==> src/rtl/booth_digit_encoder.sv <==
// -----------------------------------------------------------------------------
// booth_digit_encoder
//
// Radix-4 Booth recoder. Takes an unsigned multiplier operand and streams one
// 3-bit signed-digit code per cycle, least-significant digit first, to the
// per-row partial-product decoders. The operand is zero-extended by two bits,
// so an operand of WIDTH bits produces NDIG = WIDTH/2+1 digits, and the
// digits always sum (weighted by 4^k) to the operand exactly.
//
// Digit code {two, one, neg}:
//   0 -> 000   +1 -> 010   +2 -> 100   -1 -> 011   -2 -> 101
//   Zero is always 000; a negative zero is never produced.
//
// Ports:
//   clk        in   1      clock, rising edge
//   rst        in   1      asynchronous, active-high reset
//   in_valid   in   1      operand offered
//   in_ready   out  1      encoder idle and able to take an operand
//   in_x       in   WIDTH  unsigned multiplier operand
//   out_valid  out  1      out_sdn/out_idx/out_last valid
//   out_ready  in   1      consumer accepts the current digit
//   out_sdn    out  3      {two, one, neg} digit code
//   out_idx    out  IDXW   digit index k (weight 4^k)
//   out_last   out  1      high on digit NDIG-1
//
// WIDTH must be even and at least 4.
// -----------------------------------------------------------------------------
module booth_digit_encoder #(
    parameter  int WIDTH = 8,
    localparam int NDIG  = WIDTH / 2 + 1,
    localparam int IDXW  = $clog2(NDIG)
) (
    input  logic             clk,
    input  logic             rst,
    input  logic             in_valid,
    output logic             in_ready,
    input  logic [WIDTH-1:0] in_x,
    output logic             out_valid,
    input  logic             out_ready,
    output logic [2:0]       out_sdn,
    output logic [IDXW-1:0]  out_idx,
    output logic             out_last
);

    typedef enum logic {
        S_IDLE,
        S_ENCODE
    } state_t;

    localparam logic [IDXW-1:0] LAST_IDX = IDXW'(NDIG - 1);

    // Booth triplet {xe[2k+1], xe[2k], xe[2k-1]} for digit k. The operand is
    // framed as {2'b00, x, 1'b0} so that xe[-1] is bit 0 of the frame and a
    // right shift by 2k lines the triplet up at bits [2:0].
    function automatic logic [2:0] booth_code(input logic [WIDTH-1:0] x,
                                              input logic [IDXW-1:0]  k);
        logic [WIDTH+2:0] xe;
        logic [2:0]       t;
        xe = {2'b00, x, 1'b0};
        t  = 3'(xe >> {k, 1'b0});
        case (t)
            3'b001, 3'b010: booth_code = 3'b010;  // +1
            3'b011:         booth_code = 3'b100;  // +2
            3'b100:         booth_code = 3'b101;  // -2
            3'b101, 3'b110: booth_code = 3'b011;  // -1
            default:        booth_code = 3'b000;  // 000 and 111 are zero
        endcase
    endfunction

    state_t           r_state;
    logic [WIDTH-1:0] r_x;
    logic [IDXW-1:0]  r_idx;
    logic [2:0]       r_sdn;
    logic             r_valid;
    logic             r_in_ready;
    logic             r_last;

    logic [IDXW-1:0]  w_next_idx;
    logic [2:0]       w_sdn_first;
    logic [2:0]       w_sdn_next;

    // Next digit codes are computed ahead and captured into r_sdn, so the
    // outputs come straight from flops with no combinational path from in_x.
    assign w_next_idx  = r_idx + IDXW'(1);
    assign w_sdn_first = booth_code(in_x, '0);
    assign w_sdn_next  = booth_code(r_x, w_next_idx);

    // NOTE: state uses non-blocking assignments so every register samples the
    // pre-edge values, independent of statement order inside the block.
    always_ff @(posedge clk or posedge rst) begin
        if (rst) begin
            r_state    <= S_IDLE;
            r_x        <= '0;
            r_idx      <= '0;
            r_sdn      <= 3'b000;
            r_valid    <= 1'b0;
            r_in_ready <= 1'b1;
            r_last     <= 1'b0;
        end else begin
            case (r_state)
                S_IDLE: begin
                    if (in_valid && r_in_ready) begin
                        r_x        <= in_x;
                        r_idx      <= '0;
                        r_sdn      <= w_sdn_first;
                        r_last     <= 1'b0;
                        r_valid    <= 1'b1;
                        r_in_ready <= 1'b0;
                        r_state    <= S_ENCODE;
                    end
                end
                S_ENCODE: begin
                    // Without out_ready every output register keeps its value,
                    // which is what holds the digit stable under backpressure.
                    if (r_valid && out_ready) begin
                        if (r_last) begin
                            r_valid    <= 1'b0;
                            r_in_ready <= 1'b1;
                            r_last     <= 1'b0;
                            r_state    <= S_IDLE;
                        end else begin
                            r_idx  <= w_next_idx;
                            r_sdn  <= w_sdn_next;
                            r_last <= (w_next_idx == LAST_IDX);
                        end
                    end
                end
                default: begin
                    r_valid    <= 1'b0;
                    r_in_ready <= 1'b1;
                    r_last     <= 1'b0;
                    r_state    <= S_IDLE;
                end
            endcase
        end
    end

    assign in_ready  = r_in_ready;
    assign out_valid = r_valid;
    assign out_sdn   = r_sdn;
    assign out_idx   = r_idx;
    assign out_last  = r_last;

endmodule

==> config.mk <==
export PLATFORM = sky130hd
export DESIGN_NAME = booth_digit_encoder
export DESIGN_NICKNAME = d
export VERILOG_FILES = /design/src/rtl/booth_digit_encoder.sv
export SDC_FILE = /design/constraint.sdc
export NUM_CORES = 1
export LEC_CHECK = 0
export CAP_MARGIN = 30
export CORE_MARGIN = 10
export CORE_UTILIZATION = 52
export DETAILED_ROUTE_END_ITERATION = 16
export PLACE_DENSITY = 0.87
export SKIP_CTS_REPAIR_TIMING = 1
export SYNTH_ARGS = -nofsm -noshare
export SYNTH_HDL_FRONTEND = slang
export SYNTH_SLANG_ARGS = --single-unit
==> constraint.sdc <==
create_clock -name clk -period 3.6 [get_ports clk]
set_input_delay 0.72 -clock clk [delete_from_list [all_inputs] [get_ports clk]]
set_output_delay 0.72 -clock clk [all_outputs]
set_load 0.01 [all_outputs]
## Yosys cells after proc, flatten, opt, wreduce, memory -nomap -nowiden

Cells that the tools add are included.

| cells by class | value |
|---|---|
| add/sub/neg operators | 1 |
| equal/unequal tests | 14 |
| shifts and indexed selects | 1 |
| mux-type cells | 25 |
| bitwise gates (word level) | 1 |
| reduce and logical (&&, ||, !) cells | 8 |

Operators by type and width:

| cell | count |
|---|---|
| two-way mux 3 bit | 6 |
| == test 3 bit (second input constant) | 4 |
| case mux 3 bit (2 select lines) | 2 |
| case mux 3 bit (4 select lines) | 1 |
| two-way mux 1 bit | 11 |
| case mux 3 bit (3 select lines) | 1 |
| right shift 9 x 4 -> 3 bit | 1 |
| case mux 1 bit (2 select lines) | 4 |
| == test 3 x 2 -> 1 bit (second input constant) | 2 |
| AND reduction 3 bit | 2 |
| == test 2 bit (second input constant) | 2 |
| != test 2 x 1 -> 1 bit (second input constant) | 2 |
| != test 2 bit (second input constant) | 2 |
| AND reduction 2 bit | 2 |
| OR reduction 2 bit | 2 |
| adder 3 x 1 -> 3 bit (second input constant) | 1 |
| == test 3 x 1 -> 1 bit (second input constant) | 1 |
| == test 2 x 1 -> 1 bit (second input constant) | 1 |
| logical AND 1 bit | 2 |
| NOT 1 bit | 1 |

| storage, ports and cells | value |
|---|---|
| register bits | 18 |
| bits of input ports | 12 |
| output and inout bits | 9 |
| word-level logic and storage cells | 57 |

## Logic depth before layout (Yosys ltp)

| logic depth | value |
|---|---|
| depth after elaboration | 8 |
| gate-level depth with buffers | 6 |
| depth with buffers taken out | 6 |

## Worst setup path before layout

Ideal clock, no wire load.

| timing | value |
|---|---|
| path type | flip-flop to flip-flop |
| from | reg r_idx[0], in the netlist out_idx[0] |
| to | reg r_sdn[2], in the netlist out_sdn[2] |
| library setup time | 0.084 ns |
| arrival | 2.145 ns |
| required time | 3.516 ns |
| setup slack | 1.371 ns |
| cell stages (with the launch flop) | 7 |
| buffers on the path | 0 |
| period minus slack after synthesis | 2.229 ns |
| path through | dfrtp_1 > ha_1 > ha_1 > or2b_1 > o21a_1 > or4_4 > a41oi_2 |

| between the ends | value |
|---|---|
| cells in the longest elaborated chain, start to end | 8 |
| elaborated cells on any way between the ends | 14 |
| those cells by class | 1 x add/sub; 6 x eq/ne; 1 x shift; 4 x mux; 2 x reduce/logical |

RTL lines:

| what | line | source |
|---|---|---|
| start, declared | 72 | `logic [IDXW-1:0] r_idx;` |
| start signal, assigned | 122 | `r_idx <= w_next_idx;` |
| adder 3 x 1 -> 3 bit * | 84 | `assign w_next_idx = r_idx + IDXW'(1);` |
| right shift 9 x 4 -> 3 bit * | 60 | `t = 3'(xe >> {k, 1'b0});` |
| == test 3 bit (tied with other cells) | 61 | `case (t)` |
| OR reduction 2 bit | 61 |  |
| case mux 3 bit (4 select lines) * | 61 |  |
| two-way mux 3 bit * | 116 | `if (r_last) begin` |
| two-way mux 3 bit * | 115 | `if (r_valid && out_ready) begin` |
| case mux 3 bit (2 select lines) * | 100 | `case (r_state)` |
| end signal, assigned | 105 | `r_sdn <= w_sdn_first;` |
| end signal, assigned | 123 | `r_sdn <= w_sdn_next;` |
| end, declared | 73 | `logic [2:0] r_sdn;` |

Every way passes the cells marked *; elsewhere a longest branch is shown, timed or not. The select of a mux whose other input is x is not followed.
A chain may end at the register's enable or synchronous reset.

## Final worst setup path

Ends and elaborated chain as after synthesis.

==> out/metrics.cfg <==
[setup_path]
path_cells = ha_1, ha_1, or2b_1, o21a_1, or4_4, a41oi_2
worst-setup-path-type = flop to flop
crit_family = simple AND/OR/NAND/NOR gates
crit_cells = 6
crit_slowest_cell = or4_4
ff2ff_path_depth = 6
crit_path_start_kind = flop
slowest_delay_ns = 0.52
cpMostUsedCell = ha_1
worstPathMaxFanout = 8
crit_buf_inv = 0
required_ns = 3.84
arrival_ns = 2.65
end_kind = flop

[final_layout]
fillers = 146
final_cell_area_mm2 = 0.00119
multi_input_area_um2 = 449
area_delta_synth_final_pct = 26.4
num_antenna_cells = 0
regArea_um2 = 452
layout-drive-gt1-share = 0.170
final_nets = 121

[clocking]
cts_tree = done
cts_buffer_depth = 2
worstSkewPairLatency_ns = 0.31
clock-root-buffer = clkbuf_4
clkSinkCount = 18
htreeDepth = 1
clk_pin_slew_ns = 0.11
cts_buffers = 3

[place]
dpl.hpwl_um = 1670
place_area_mm2 = 0.00115
port_buffers = 20
preCtsSetupSlack_ns = 0.987
gp_congestion = 0.777

[yosys]
synthCells = 85
synth_ff_type = dfrtp_1
ys_warn_count = 0
synth_seq_area_share = 0.479
syn-cell-area_um2 = 943
synth_edf_count = 0
avgSynthCellArea_um2 = 11.1
synth_seq_cells = 18
synth.distinct_cells = 32
synth-async-reset-ratio = 1.00
syn-num-nets = 99

[detailed_routing]
dr_total_vias = 737
wl_per_cell_um = 16.9
ant_nets = 0
drt_iter0_markers = 11
totalWireLength_um = 2210
vias_per_cell = 5.63
drtPass1Iterations = 4
route.detailed.drc = 0

[status]
status = complete, no violations

[sta]
skew_ns = 0.00412
period_share = 0.671
max_slew_margin = 0.564
max_freq_mhz = 414
final_hold_viol_count = 0
setup_violations = 0
period_minus_slack_ns = 2.41
rsz0062_at_grt = no
finalSetupTns_ns = 0
finalWorstSetupSlack_ns = 1.19
drv_slew = 0
worst_pin_slew_ns = 0.654

[flow_run]
max-cap-violations = 0

[global_routing]
grt_pass1_wl_um = 3840
first_global_vias = 757
grt_max_degree = 19
grt-ovfl-total = 0
grt_usage = 0.119
antenna_found_initial = 0

[floorplanning]
start_util = 0.546
die_h_um = 62.6
dieArea_mm2 = 0.00392
core_region_area_mm2 = 0.00173
fp-row-count = 15
num_io_pins = 21
die_w_um = 62.6

[hold_path]
hold_path.class = flop to flop
hold_depth = 1

[power_and_ir_drop]
p_leak_nw = 0.521
power_uw = 351
ir_drop_mv = 0.235
power.density_mw_per_mm2 = 294

## cell usage after synthesis (all sizes together), types with 2 or more instances
master / instances / share of area
dfrtp: 17 / 0.45
mux2: 8 / 0.099
nand2: 7 / 0.028
o21ai: 6 / 0.032
inv: 5 / 0.020
mux2i: 5 / 0.053
nand3: 5 / 0.027
a21oi: 4 / 0.021
nor2: 3 / 0.012
a31oi: 2 / 0.013
buf: 2 / 0.017
clkbuf: 2 / 0.0080
ha: 2 / 0.027
or4: 2 / 0.020
## state kept, by name, indices dropped and copies added (netlist names)
register	flops
out_last	1
r_state	1
in_ready	1
out_valid	1
r_x	8
out_idx	3
out_sdn	3
## through the flow
| step | hold WS (ns) | instances | util |
|---|---|---|---|
| 6_report | 0.521 | 131 | 0.691 |
| 3_3_place_gp | 0.490 | 126 | 0.667 |
| 2_1_floorplan | 0.462 | 85 | - |
| 4_1_cts | 0.526 | 130 | 0.688 |
| 3_5_place_dp | 0.503 | 126 | 0.667 |
| 5_1_grt | 0.536 | 131 | 0.691 |
## power by group
group          switching, mW  internal [mW]  leakage (nW)  total (mW)
Combinational        0.00723         0.0112         0.268      0.0184
Sequential                 0          0.202         0.232       0.202
Clock                 0.0685         0.0619        0.0210       0.130
## worst register-to-register path: cells and delay by family (launching register included)
kind / cells / cell delay, ns
simple gates: 2 / 0.79
fa+ha+maj: 2 / 0.66
flops: 1 / 0.51
compound gates: 2 / 0.39
## cell families (layout without fill, tap and decap cells)
group / count (synthesis) / count (layout) / synth area share
flip-flops: 18 / 18 / 0.479
AO/OA/AOI/OAI: 17 / 17 / 0.118
adder cells (fa/ha/maj): 2 / 2 / 0.0265
AND/OR/NAND/NOR: 25 / 25 / 0.151
multiplexers: 14 / 14 / 0.180
buffers and inverters: 9 / 30 / 0.0451
## layer usage
| layer | vias to the layer above | wire length [um] | track usage |
|---|---|---|---|
| met1 | 359 | 954 | 0.149 |
| met5 | - | 0 | 0 |
| met3 | 5 | 103 | 0.0287 |
| met4 | 0 | 43 | 0.0503 |
| li1 | 353 | - | - |
| met2 | 20 | 1110 | 0.188 |
## layout by cell type (no fill, tap or decap), drive strengths merged, types with 2 or more instances in the layout
cell / netlist / layout
clkbuf: 2 / 4
a31oi: 2 / 2
nand3: 5 / 5
ha: 2 / 2
inv: 5 / 5
clkdlybuf4s50: 0 / 20
or4: 2 / 2
mux2: 8 / 8
dfrtp: 17 / 17
nor2: 3 / 3
mux2i: 5 / 5
a21oi: 4 / 4
o21ai: 6 / 6
nand2: 7 / 7
## final timing paths
kind	from	end	slack, ns
max	out_idx[0]	out_sdn[2]	1.19
min	r_x[5]	r_x[5]	0.52
max reg2reg	out_idx[0]	out_sdn[2]	1.19
min reg2reg	r_x[5]	r_x[5]	0.52
max in group asynchronous	rst	out_sdn[0]	2.39
min in group asynchronous	rst	r_x[2]	0.80
## layout make-up
| type | count | area share |
|---|---|---|
| Sequential cell | 18 | 0.379 |
| Multi-Input combinational cell | 58 | 0.377 |
| Timing Repair Buffer | 21 | 0.172 |
| Clock buffer | 4 | 0.0304 |
| Tap cell | 25 | 0.0262 |
| Inverter | 5 | 0.0157 |
No activity file was read; power rests on OpenSTA's default activity.
==> variant: new RTL, config.mk and constraints unchanged <==
Reset style: synchronous (`rst`), changed in one clocked block. Comments in the files are not updated.
--- a/src/rtl/booth_digit_encoder.sv
+++ b/src/rtl/booth_digit_encoder.sv
@@ -89,3 +89,3 @@
     // pre-edge values, independent of statement order inside the block.
-    always_ff @(posedge clk or posedge rst) begin
+    always_ff @(posedge clk) begin
         if (rst) begin
Check against the original RTL: differs if rst is asserted again (counterexample within 4 cycles, from zero or initial values and one cycle with rst high); with rst held inactive, the same outputs for 10 cycles.
==> variant against the original RTL <==
  * Wire length decreased by 8.2%
  * Via count increased by 13%
  * Sequential cell count unchanged
  * Highest routed layer unchanged
  * Die area decreased by 4.7%
  * Critical endpoint is now out_sdn[1]
  * Worst setup slack improved by 0.23 ns
  * Sequential share of layout area decreased by 5.2 points
  * Core utilization increased by 1.7 points
  * Worst hold slack got worse by 0.051 ns
  * Area after synthesis decreased by 6.9%
  * Cell area decreased by 7.4%
Power is not compared: it rests on default switching activity, and its combinational part moved more than twofold at a synthesized area within 25%.
==> variant: results <==
{
  "timing.rr.start": "out_idx[0]",
  "drt_iter0_drc": 18,
  "holdPathStages": 2,
  "regToRegSetupSlack_ns": 1.42,
  "run_status": "finished clean",
  "grt_usage_pct": 11.28,
  "async_flop_share_pct": 0,
  "synthTopCellsByCount": "nand2_1, dfxtp_1, a21oi_1, nor2_1, mux2i_1",
  "ys_seq_area_share_pct": 41.03,
  "detailroute.wirelength.met2_um": 921,
  "drive_above_1_share_pct": 5.556,
  "gp_congestion": 0.8940,
  "skew_ns": 0.005062,
  "clk_latency_ns": 0.28,
  "worstHoldEndpoint": "r_x[2]",
  "dp_slack_ns": 1.174,
  "arrival_ns": 2.33,
  "postPlaceCellArea_mm2": 0.001067,
  "cp_slowest_cell": "ha_1",
  "grt_pass1_vias": 800,
  "route.met3.wl_um": 149,
  "totalWireLength_um": 2031,
  "r2r-end": "out_sdn[1]",
  "hpwl_um": 1552,
  "ys_top_cells_by_area": "dfxtp_1, nand2_1, a21oi_1, mux2i_1, nor2_1",
  "fillCellCount": 132
}
## variant: changes by cell type after synthesis, sizes merged, moves of 5 or more
cell / change
a21oi: +10
dfrtp: -17
o21ai: -5
dfxtp: +18
nand2: +17
mux2: -8
nor2: +5
## variant: area by class of cell
cell class	instances	share of cell area, %
Multi-Input combinational cell	82	43.42
Sequential cell	18	32.65
Timing Repair Buffer	20	18.14
Clock buffer	4	3.288
Tap cell	16	1.814
Inverter	2	0.6803
## variant: power breakdown
part / switching (µW) / internal [µW] / total [µW]
clock: 59.7 / 61.4 / 121
combinational: 37.3 / 38.4 / 75.7
sequential: 11.5 / 212 / 224
total: 108 / 312 / 420
## variant: how the worst max path moves through the flow
stage,slack [ns],end,cells past startpoint
2_1_floorplan,1.73,out_sdn[2],7
3_3_place_gp,1.28,out_sdn[1],6
3_5_place_dp,1.17,out_sdn[1],6
4_1_cts,1.42,out_sdn[1],6
5_1_grt,1.20,out_sdn[1],6
6_report,1.42,out_sdn[1],6
## variant: worst register-to-register path, stage by stage (launching register included)
cell     delay [ns]
dfxtp_1        0.42
ha_1           0.54
mux2i_1        0.37
mux2i_1        0.16
a211o_1        0.32
a31oi_1        0.18
nor3_1         0.07
## variant: routing by layer
layer | up-vias | global-route usage, %
met5 | - | 0
met4 | 0 | 4.235
met3 | 2 | 2.675
met2 | 26 | 17.90
met1 | 386 | 14.42
li1 | 418 | -
## variant: logic make-up after synthesis
logic type / after synthesis / synth area share [%]
muxes: 5 / 5.698
AOI/OAI and AO/OA: 25 / 18.09
adders and majority gates: 2 / 2.849
and+or+nand+nor: 50 / 27.92
buffers and inverters: 8 / 4.415
DFF: 18 / 41.03
## variant: per-stage QoR
step | util (%) | hold WS (ns) | instances | power (µW)
detailed placement | 68.46 | 0.4525 | 138 | 304.0
global route | 70.79 | 0.4914 | 142 | 442.1
floorplan | - | 0.4357 | 108 | 269.7
global placement | 68.46 | 0.4433 | 138 | 300.3
CTS | 70.79 | 0.4675 | 142 | 424.4
finish | 70.79 | 0.4701 | 142 | 420.3
